==> src/rtl/bcd_pkg.sv <==
// ============================================================================
// Module : bcd_pkg
// Brief  : Shared types and helpers for the sequential binary-to-BCD converter.
// Rev    : 1.0  initial release
// ============================================================================
`default_nettype none

package bcd_pkg;

    localparam int BCD_DIGIT_W = 4;

    typedef enum logic [1:0] {
        IDLE  = 2'd0,
        SHIFT = 2'd1,
        DONE  = 2'd2
    } conv_state_t;

    // Decimal digit count of 2^bin_w-1; DIGITS at or above this never overflows.
    function automatic int min_digits(input int bin_w);
        logic [63:0] v;
        int          n;
        v = (64'd1 << bin_w) - 64'd1;
        n = 1;
        for (int i = 0; i < 20; i++) begin
            if (v >= 64'd10) begin
                v = v / 64'd10;
                n = n + 1;
            end
        end
        return n;
    endfunction

endpackage

`default_nettype wire

==> src/rtl/bcd_digit_adj.sv <==
// ============================================================================
// Module : bcd_digit_adj
// Brief  : Single BCD digit pre-shift correction: add 3 when the digit is >= 5.
// Rev    : 1.0  initial release
// ============================================================================
`default_nettype none

module bcd_digit_adj
    import bcd_pkg::*;
(
    input  logic [BCD_DIGIT_W-1:0] digit_in,
    output logic [BCD_DIGIT_W-1:0] digit_out
);

    always_comb begin
        if (digit_in >= BCD_DIGIT_W'(5)) begin
            digit_out = digit_in + BCD_DIGIT_W'(3);
        end else begin
            digit_out = digit_in;
        end
    end

endmodule

`default_nettype wire

==> src/rtl/bin_to_bcd_seq.sv <==
// ============================================================================
// Module : bin_to_bcd_seq
// Brief  : Bit-serial double-dabble binary-to-BCD converter with blank mask
//          and saturating overflow flag.
// Rev    : 1.0  initial release
// ============================================================================
`default_nettype none

module bin_to_bcd_seq
    import bcd_pkg::*;
#(
    parameter int BIN_W  = 10,
    parameter int DIGITS = 4
) (
    input  logic                  clk,
    input  logic                  rst,
    input  logic                  start,
    input  logic [BIN_W-1:0]      bin,
    output logic                  ready,
    output logic                  busy,
    output logic                  done,
    output logic [4*DIGITS-1:0]   bcd,
    output logic [DIGITS-1:0]     blank,
    output logic                  ovf
);

    localparam int                  c_scr_w     = BCD_DIGIT_W * DIGITS;
    localparam int                  c_cnt_w     = $clog2(BIN_W + 1);
    localparam logic [c_cnt_w-1:0]  c_cnt_load  = c_cnt_w'(BIN_W);
    localparam logic [c_scr_w-1:0]  c_sat       = {DIGITS{4'h9}};
    localparam logic [DIGITS-1:0]   c_blank_rst = ~DIGITS'(1);

    conv_state_t          r_state;
    conv_state_t          w_next_state;
    logic [BIN_W-1:0]     r_shift;
    logic [c_scr_w-1:0]   r_scratch;
    logic [c_cnt_w-1:0]   r_cnt;
    logic                 r_ovf_int;
    logic [c_scr_w-1:0]   w_adj;
    logic [DIGITS-1:0]    w_blank;
    logic                 w_zero_run;

    assign ready = (r_state == IDLE);
    assign busy  = (r_state == SHIFT);

    for (genvar g = 0; g < DIGITS; g++) begin : g_digit
        bcd_digit_adj u_adj (
            .digit_in  (r_scratch[g*BCD_DIGIT_W +: BCD_DIGIT_W]),
            .digit_out (w_adj[g*BCD_DIGIT_W +: BCD_DIGIT_W])
        );
    end

    always_ff @(posedge clk) begin
        if (rst) begin
            r_state <= IDLE;
        end else begin
            r_state <= w_next_state;
        end
    end

    always_comb begin
        w_next_state = r_state;
        case (r_state)
            IDLE:    if (start) w_next_state = SHIFT;
            SHIFT:   if (r_cnt == c_cnt_w'(1)) w_next_state = DONE;
            DONE:    w_next_state = IDLE;
            default: w_next_state = IDLE;
        endcase
    end

    // A digit is blanked only if it and every more significant digit are zero.
    always_comb begin
        w_blank    = '0;
        w_zero_run = 1'b1;
        for (int i = DIGITS - 1; i >= 1; i--) begin
            w_zero_run = w_zero_run && (r_scratch[i*BCD_DIGIT_W +: BCD_DIGIT_W] == '0);
            w_blank[i] = w_zero_run;
        end
    end

    always_ff @(posedge clk) begin
        if (rst) begin
            r_shift   <= '0;
            r_scratch <= '0;
            r_cnt     <= '0;
            r_ovf_int <= 1'b0;
            bcd       <= '0;
            blank     <= c_blank_rst;
            ovf       <= 1'b0;
            done      <= 1'b0;
        end else begin
            done <= 1'b0;
            case (r_state)
                IDLE: begin
                    if (start) begin
                        r_shift   <= bin;
                        r_scratch <= '0;
                        r_ovf_int <= 1'b0;
                        r_cnt     <= c_cnt_load;
                    end
                end
                SHIFT: begin
                    r_scratch <= {w_adj[c_scr_w-2:0], r_shift[BIN_W-1]};
                    r_shift   <= r_shift << 1;
                    // A 1 leaving the top digit means the value needs more digits.
                    if (w_adj[c_scr_w-1]) begin
                        r_ovf_int <= 1'b1;
                    end
                    r_cnt <= r_cnt - c_cnt_w'(1);
                end
                DONE: begin
                    bcd   <= r_ovf_int ? c_sat : r_scratch;
                    blank <= r_ovf_int ? '0 : w_blank;
                    ovf   <= r_ovf_int;
                    done  <= 1'b1;
                end
                default: ;
            endcase
        end
    end

endmodule

`default_nettype wire
==> config.mk <==
export PLATFORM = sky130hd
export DESIGN_NAME = bin_to_bcd_seq
export DESIGN_NICKNAME = d
export VERILOG_FILES = /design/src/rtl/bcd_pkg.sv /design/src/rtl/bcd_digit_adj.sv /design/src/rtl/bin_to_bcd_seq.sv
export SDC_FILE = /design/constraint.sdc
export NUM_CORES = 1
export LEC_CHECK = 0
export BUFFER_PORTS_ARGS = -buffer_cell sky130_fd_sc_hd__buf_2
export CAP_MARGIN = 5
export CORE_MARGIN = 1
export CORE_UTILIZATION = 52
export DETAILED_ROUTE_END_ITERATION = 16
export PLACE_DENSITY = 0.74
export SLEW_MARGIN = 30
export SYNTH_ARGS = -nofsm -noshare
export SYNTH_HDL_FRONTEND = slang
export SYNTH_HIERARCHICAL = 1
export SYNTH_SLANG_ARGS = --single-unit
==> constraint.sdc <==
create_clock -name clk -period 2.15 [get_ports clk]
set_clock_uncertainty 0.15 [all_clocks]
set_input_delay 0.43 -clock clk [delete_from_list [all_inputs] [get_ports clk]]
set_output_delay 0.43 -clock clk [all_outputs]
set_load 0.01 [all_outputs]
==> run metrics, run 1 <==
Final setup violation count 0; leading register cell type out of synthesis sky130_fd_sc_hd__dfxtp_1; endpoint of the worst hold-timing path r_shift[4]$_SDFFE_PP0P_; share of power burned in the clock network 31.3%; setup TNS 0 ns; vias after detailed routing just under 2000; maximum number of pins on one net before global-route repair 30; Gates resized, CTS repair 0; final slew viol count 0; placement-stage cell area 2670 um2; number of H-tree levels 2; global-route met2 utilization between 30% and 40%; Net Count, Synth a little over 300; CP endpoint kind output pin; largest family of logic cells by synthesized area simple AND/OR/NAND/NOR gates; core utilization of the finished layout between 60% and 70%; top fanout value on the critical path 11; Final Hold Violating Endpoints 0; y dimension of the die between 70 and 80 um; class of the worst hold path primary input to register; drt first pass iters 4; adder-cell area share of the yosys netlist under 10%; outcome completed; Max transition margin a little under three fifths; floorplan die area approximately 5100 um2; ys async rst share 0%; vias in the first global route between 1500 and 2000; critical path startpoint category register; setup slack, reg-to-reg 0.44 ns; yosys synthesis warning count 6; number of antenna-violating nets in the routed design 0; fraction of met1 tracks used by global routing around 28%; transition at the pin with the smallest max-transition slack approximately 0.67 ns; Comb power frac ~8.9%; share of the synthesized area in compound gates (AO/OA/AOI/OAI) 18.8%; first-pass GRT wire length 8130 um; sequential cell area fraction in the yosys report 42.9%; WL per Instance roughly 13 um; RSZ-0062 raised after global routing false; initial standard-cell utilization of the core a little under three fifths; source of the worst register-to-register timing path r_state[0]$_SDFFE_PP0P_; Syn Area/Cell ~9 um2; number of enable flip-flop cells after synthesis 0; setup repair bufs after CTS 0; post-layout min period around 1.9 ns; post-layout power 1770 uW; register bit count reported by yosys 54; initial antenna violation count 0; TritonCTS clock tree built; Worst Hold Depth 3; number of clock sinks seen by CTS 54; CTS clock-pin slew for the worst setup and hold paths ~0.090 ns; sequential share of power between 50% and 60%; Root Buffer sky130_fd_sc_hd__clkbuf_8; overflow left after global routing 0; maximum root-to-sink buffer count 2; number of buffers created by CTS 5; most used routing layer met2; kind of critical path register to output pin; RR Endpoint r_state[1]$_SDFFE_PP0P_; count of input and output buffers 35; sw power roughly 440 uW; post-cts hold buffer count 0; arrival time of the worst setup path roughly 1.4 ns; simple-gate share of the synthesized area about a fifth; P_int ~1300 uW; Min-Delay Startpoint bin[4]; via/cell ratio 5.44; final weighted congestion of routability-driven global placement a little under 0.8; count of unique library cells instantiated by Yosys 36; number of DRC violations after detailed-routing iteration 0 ~130; worst-skew pair later-pin latency 0.31 ns; # DRC 0; parity-gate share of the synthesized area counting xor and xnor cells 1.39%; P per Cell Area around 640 nW/um2; Mapped Area about 2500 um2; HPWL Detailed about 3300 um; aggregate global-route resource usage 20.3%; diode count 0; worst reg2reg path depth 3; die boundary width a little over 70 um; wire length after detailed routing about 4700 um; multiplexer fraction of the synthesized cell area approximately 5.2%; highest cell delay on the worst timing path 0.55 ns; share of the cycle needed by the critical path after routing ~90%; ratio of cells with drive above 1 in the final layout 17.7%; design area approximately 2800 um2; Core Region around 4500 um2; Synth Instances approximately 280; I/O pin count 37; critical path, cell by cell buf_4, nor2_1, buf_2; number of placement rows 24; met3 GRT Util between 4 and 5%; maximum VDD drop between 0.3 and 0.4 mV; area added between synthesis and finish 9.69%; final net count 332; standard cell with the maximum stage delay on the critical path sky130_fd_sc_hd__dfxtp_1; max_cap viols 0; worst path required time approximately 1.6 ns; cell leakage power between 0.001 and 0.0015 uW; Max Clock Freq slightly above 500 MHz; switching share of total power 25.0%
-- worst max path at each step --
stage,start,endpoint,slack [ns],depth (start not counted)
2_1_floorplan,r_scratch[13]$_SDFFE_PP0P_,r_scratch[14]$_SDFFE_PP0P_,0.69,6
3_3_place_gp,r_state[0]$_SDFFE_PP0P_,r_state[1]$_SDFFE_PP0P_,0.49,3
3_5_place_dp,r_state[0]$_SDFFE_PP0P_,r_state[1]$_SDFFE_PP0P_,0.42,3
4_1_cts,r_state[0]$_SDFFE_PP0P_,ready,0.20,3
5_1_grt,r_state[0]$_SDFFE_PP0P_,ready,0.12,3
6_report,r_state[0]$_SDFFE_PP0P_,ready,0.22,3
-- critical path, delay by kind of cell, from the launching register on --
family | cells | cell delay, ns
buf+inv | 2 | 0.43
flops | 1 | 0.55
simple gates | 1 | 0.06
-- final cells by class --
type / count / area [um2]
Clock buffer: 5 / 68.8
Fill cell: 402 / 1740
Clock inverter: 3 / 21.3
Timing Repair Buffer: 39 / 205
Tap cell: 52 / 65.1
Sequential cell: 54 / 1080
Multi-Input combinational cell: 197 / 1280
Inverter: 12 / 45.0
-- registers in the layout, summed over array words and instances (netlist names) --
signal	count
done	1
r_cnt	4
r_ovf_int	1
r_shift	10
bcd	16
r_scratch	16
blank	3
ovf	1
r_state	2
-- cell usage after synthesis (5+ instances only) --
cell type,instances,area [um2]
sky130_fd_sc_hd__dfxtp_1,54,1080
sky130_fd_sc_hd__nand2_1,32,120
sky130_fd_sc_hd__nor2_1,23,86.3
sky130_fd_sc_hd__a21oi_1,17,85.1
sky130_fd_sc_hd__a22o_1,16,140
sky130_fd_sc_hd__nand2b_1,15,93.8
sky130_fd_sc_hd__mux2i_1,13,130
sky130_fd_sc_hd__inv_1,12,45.0
sky130_fd_sc_hd__a211oi_1,11,82.6
sky130_fd_sc_hd__nand3b_1,11,82.6
sky130_fd_sc_hd__nor3_1,11,55.1
sky130_fd_sc_hd__ha_1,10,125
sky130_fd_sc_hd__o21ai_1,9,45.0
sky130_fd_sc_hd__buf_2,6,30.0
sky130_fd_sc_hd__buf_4,5,37.5
-- cell usage in the layout, fill, tap and decap left out, types with 2 or more instances in the layout --
master / count
sky130_fd_sc_hd__a211oi_1: 11
sky130_fd_sc_hd__a21oi_1: 17
sky130_fd_sc_hd__a21oi_2: 4
sky130_fd_sc_hd__a22o_1: 16
sky130_fd_sc_hd__a31oi_1: 2
sky130_fd_sc_hd__buf_2: 35
sky130_fd_sc_hd__buf_4: 4
sky130_fd_sc_hd__clkbuf_8: 5
sky130_fd_sc_hd__dfxtp_1: 54
sky130_fd_sc_hd__ha_1: 10
sky130_fd_sc_hd__inv_1: 12
sky130_fd_sc_hd__mux2i_1: 13
sky130_fd_sc_hd__nand2_1: 32
sky130_fd_sc_hd__nand2b_1: 15
sky130_fd_sc_hd__nand3b_1: 11
sky130_fd_sc_hd__nor2_1: 23
sky130_fd_sc_hd__nor2b_1: 2
sky130_fd_sc_hd__nor3_1: 11
sky130_fd_sc_hd__o21ai_0: 4
sky130_fd_sc_hd__o21ai_1: 9
sky130_fd_sc_hd__xnor2_1: 4
-- per-stage QoR --
stage | cells | hold slack [ns] | worst slack [ns]
2_1_floorplan | 281 | 0.295 | 0.687
3_3_place_gp | 354 | 0.287 | 0.494
3_5_place_dp | 354 | 0.294 | 0.419
4_1_cts | 362 | 0.296 | 0.196
5_1_grt | 362 | 0.316 | 0.118
6_report | 362 | 0.299 | 0.221
-- power groups by stage --
stage	clock [uW]	combinational (uW)	sequential (uW)
final	555	159	1060
after CTS	574	160	1060
after detailed placement	0	159	1080
after floorplan	0	133	1070
after global routing	620	182	1060
after global placement	0	157	1080
-- routing by layer --
layer	vias to the layer above	part of all wire [%]
met1	898	52
met5	-	0
met2	35	44
met3	7	3.0
li1	1030	-
met4	0	1.2
-- kinds of logic (layout without fill, tap and decap cells) --
group                      Yosys count  in the layout
and+or+nand+nor                    101            101
AOI/OAI and AO/OA                   68             68
DFF                                 54             54
buffers and inverters               30             59
muxes                               13             13
adders and majority gates           10             10
xor gates and xnor gates             4              4
other                                1              1
Note: power is estimated with default switching activity, not from simulation.
==> run 2, diff against run 1 <==
--- a/config.mk
+++ b/config.mk
@@ -5,12 +5,14 @@
 export SDC_FILE = /design/constraint.sdc
 export NUM_CORES = 1
 export LEC_CHECK = 0
+export ABC_CLOCK_PERIOD_IN_PS = 2150
 export BUFFER_PORTS_ARGS = -buffer_cell sky130_fd_sc_hd__buf_2
 export CAP_MARGIN = 5
 export CORE_MARGIN = 1
 export CORE_UTILIZATION = 52
 export DETAILED_ROUTE_END_ITERATION = 16
 export PLACE_DENSITY = 0.74
+export RECOVER_POWER = 25
 export SLEW_MARGIN = 30
 export SYNTH_ARGS = -nofsm -noshare
 export SYNTH_HDL_FRONTEND = slang
==> run 2 against run 1 <==
Net effect:
- cell count unchanged
- first-iteration DRC count decreased by 7.9%
- sequential power is essentially flat
- wire length up 0.51%
- cell area down 0.72%
- clock power about the same
- combinational power about the same
- hold slack better by 0.0030 ns
- sequential share of layout area grew 0.29 points
- utilization decreased by 0.44 points
- non-clock buffer count did not move
- critical path depth unchanged
- critical path type unchanged
- highest routed layer unchanged
==> run metrics, run 2 (same netlist as run 1, synthesis figures left out) <==
outcome completed; initial standard-cell utilization of the core between 50 and 60%; TritonCTS clock tree built; maximum VDD drop around 0.31 mV; CTS clock-pin slew for the worst setup and hold paths ~0.09 ns; wire length after detailed routing 4730 um; I/O pin count 37; number of placement rows 24; commonest cells after routing, fill and taps aside 54 x sky130_fd_sc_hd__dfxtp_1, 32 x sky130_fd_sc_hd__nand2_1, 23 x sky130_fd_sc_hd__nor2_1; Max Clock Freq approximately 520 MHz; standard cell with the maximum stage delay on the critical path sky130_fd_sc_hd__dfxtp_1; number of clock sinks seen by CTS between 50 and 60; floorplan die area 5130 um2; vias in the first global route 1753; number of H-tree levels 2; initial antenna violation count 0; WL per Instance between 10 and 15 um; count of input and output buffers 35; P per Cell Area approximately 650 nW/um2; maximum root-to-sink buffer count 2; Gates resized, CTS repair 0; transition at the pin with the smallest max-transition slack roughly 0.67 ns; critical path, cell by cell buf_4, nor2_1, buf_2; cell leakage power roughly 0.0011 uW; most common cell after layout, fill and taps aside sky130_fd_sc_hd__dfxtp_1; number of antenna-violating nets in the routed design 0; arrival time of the worst setup path between 1 and 1.5 ns; setup TNS 0 ns; category of cells accounting for the largest share of critical-path delay flip-flops; die boundary width about 72 um; final slew viol count 0; via/cell ratio 5.43; vias after detailed routing ~2000; y dimension of the die 71.6 um; worst-skew pair later-pin latency 0.31 ns; worst path required time 1.57 ns; HPWL Detailed between 3000 and 4000 um; kind of critical path register to output pin; first-pass GRT wire length roughly 8100 um; worst setup timing slack at the placement stage approximately 0.42 ns; class of the worst hold path primary input to register; top fanout value on the critical path 11; # DRC 0; drt first pass iters 4; biggest regs bcd (16), r_scratch (16), r_shift (10); Final Hold Violating Endpoints 0; post-cts hold buffer count 0; Final setup violation count 0; final weighted congestion of routability-driven global placement ~0.78; RSZ-0062 raised after global routing false; area added between synthesis and finish 8.89%; ratio of cells with drive above 1 in the final layout 12.6%; placed cell count approximately 350; number of DRC violations after detailed-routing iteration 0 117; final net count approximately 330; Root Buffer sky130_fd_sc_hd__clkbuf_8; critical path startpoint category register; post-layout min period 1.93 ns; setup repair bufs after CTS 0; number of buffers and inverters on the critical path 2; number of non-filler instances in the completed layout 362; aggregate global-route resource usage between 20% and 30%; minimum setup slack in the final design 0.221 ns; overflow left after global routing 0; highest cell delay on the worst timing path about 0.55 ns; share of the cycle needed by the critical path after routing roughly nine tenths; max_cap viols 0; diode count 0; Max transition margin around 56%; CP endpoint kind output pin; number of buffers created by CTS 5; Core Region around 4500 um2; maximum number of pins on one net before global-route repair 30
[run 2: changes by cell type in the layout (fill, tap and decap cells not counted)]
| cell | previous run | this run |
|---|---|---|
| sky130_fd_sc_hd__buf_2 | 35 | 19 |
| sky130_fd_sc_hd__clkbuf_1 | 0 | 16 |
[run 2: worst min-delay path, cell delays in order]
cell and delay, ns:
sky130_fd_sc_hd__buf_2 0.10, sky130_fd_sc_hd__mux2i_1 0.11, sky130_fd_sc_hd__a211oi_1 0.08
[run 2: area by class of cell]
type,count,area [um2]
fillers,413,1760
multi-input cells,197,1280
flip-flops and latches,54,1080
repair buffers,39,185
clock buffers,5,68.8
well taps,52,65.1
inverters,12,45.0
clock inverters,3,21.3
[run 2: stage by stage]
stage	instance area [um2]	hold slack [ns]	total power (uW)	util, %
4_1_cts	2760	0.296	1790	61.3
6_report	2740	0.303	1770	60.9
3_3_place_gp	2670	0.287	1240	59.3
3_5_place_dp	2670	0.294	1240	59.3
2_1_floorplan	2520	0.295	1210	-
5_1_grt	2740	0.316	1870	60.9
[run 2: power breakdown]
| group | internal [uW] | leakage (uW) | switching (uW) | total [uW] |
|---|---|---|---|---|
| sequential | 1030 | 0.000439 | 27.9 | 1060 |
| combinational | 68.2 | 0.000608 | 90.0 | 158 |
| clock | 229 | 0.0000441 | 325 | 554 |
[run 2: final timing paths]
check                          start                       to  slack (ns)  cells after the start
max reg2reg  r_state[0]$_SDFFE_PP0P_  r_state[1]$_SDFFE_PP0P_        0.44                      3
min                           bin[1]  r_shift[1]$_SDFFE_PP0P_        0.30                      3
min reg2reg      bcd[1]$_SDFFE_PP0P_      bcd[1]$_SDFFE_PP0P_        0.30                      2
max          r_state[0]$_SDFFE_PP0P_                    ready        0.22                      3
[run 2: metal layers]
metal / global-route usage, % / vias up / part of all wire [%]
met5: 0 / - / 0
met4: 7.19 / 0 / 1.2
met3: 4.22 / 7 / 3.4
met2: 31.5 / 37 / 44
met1: 28.2 / 890 / 51
li1: - / 1030 / -
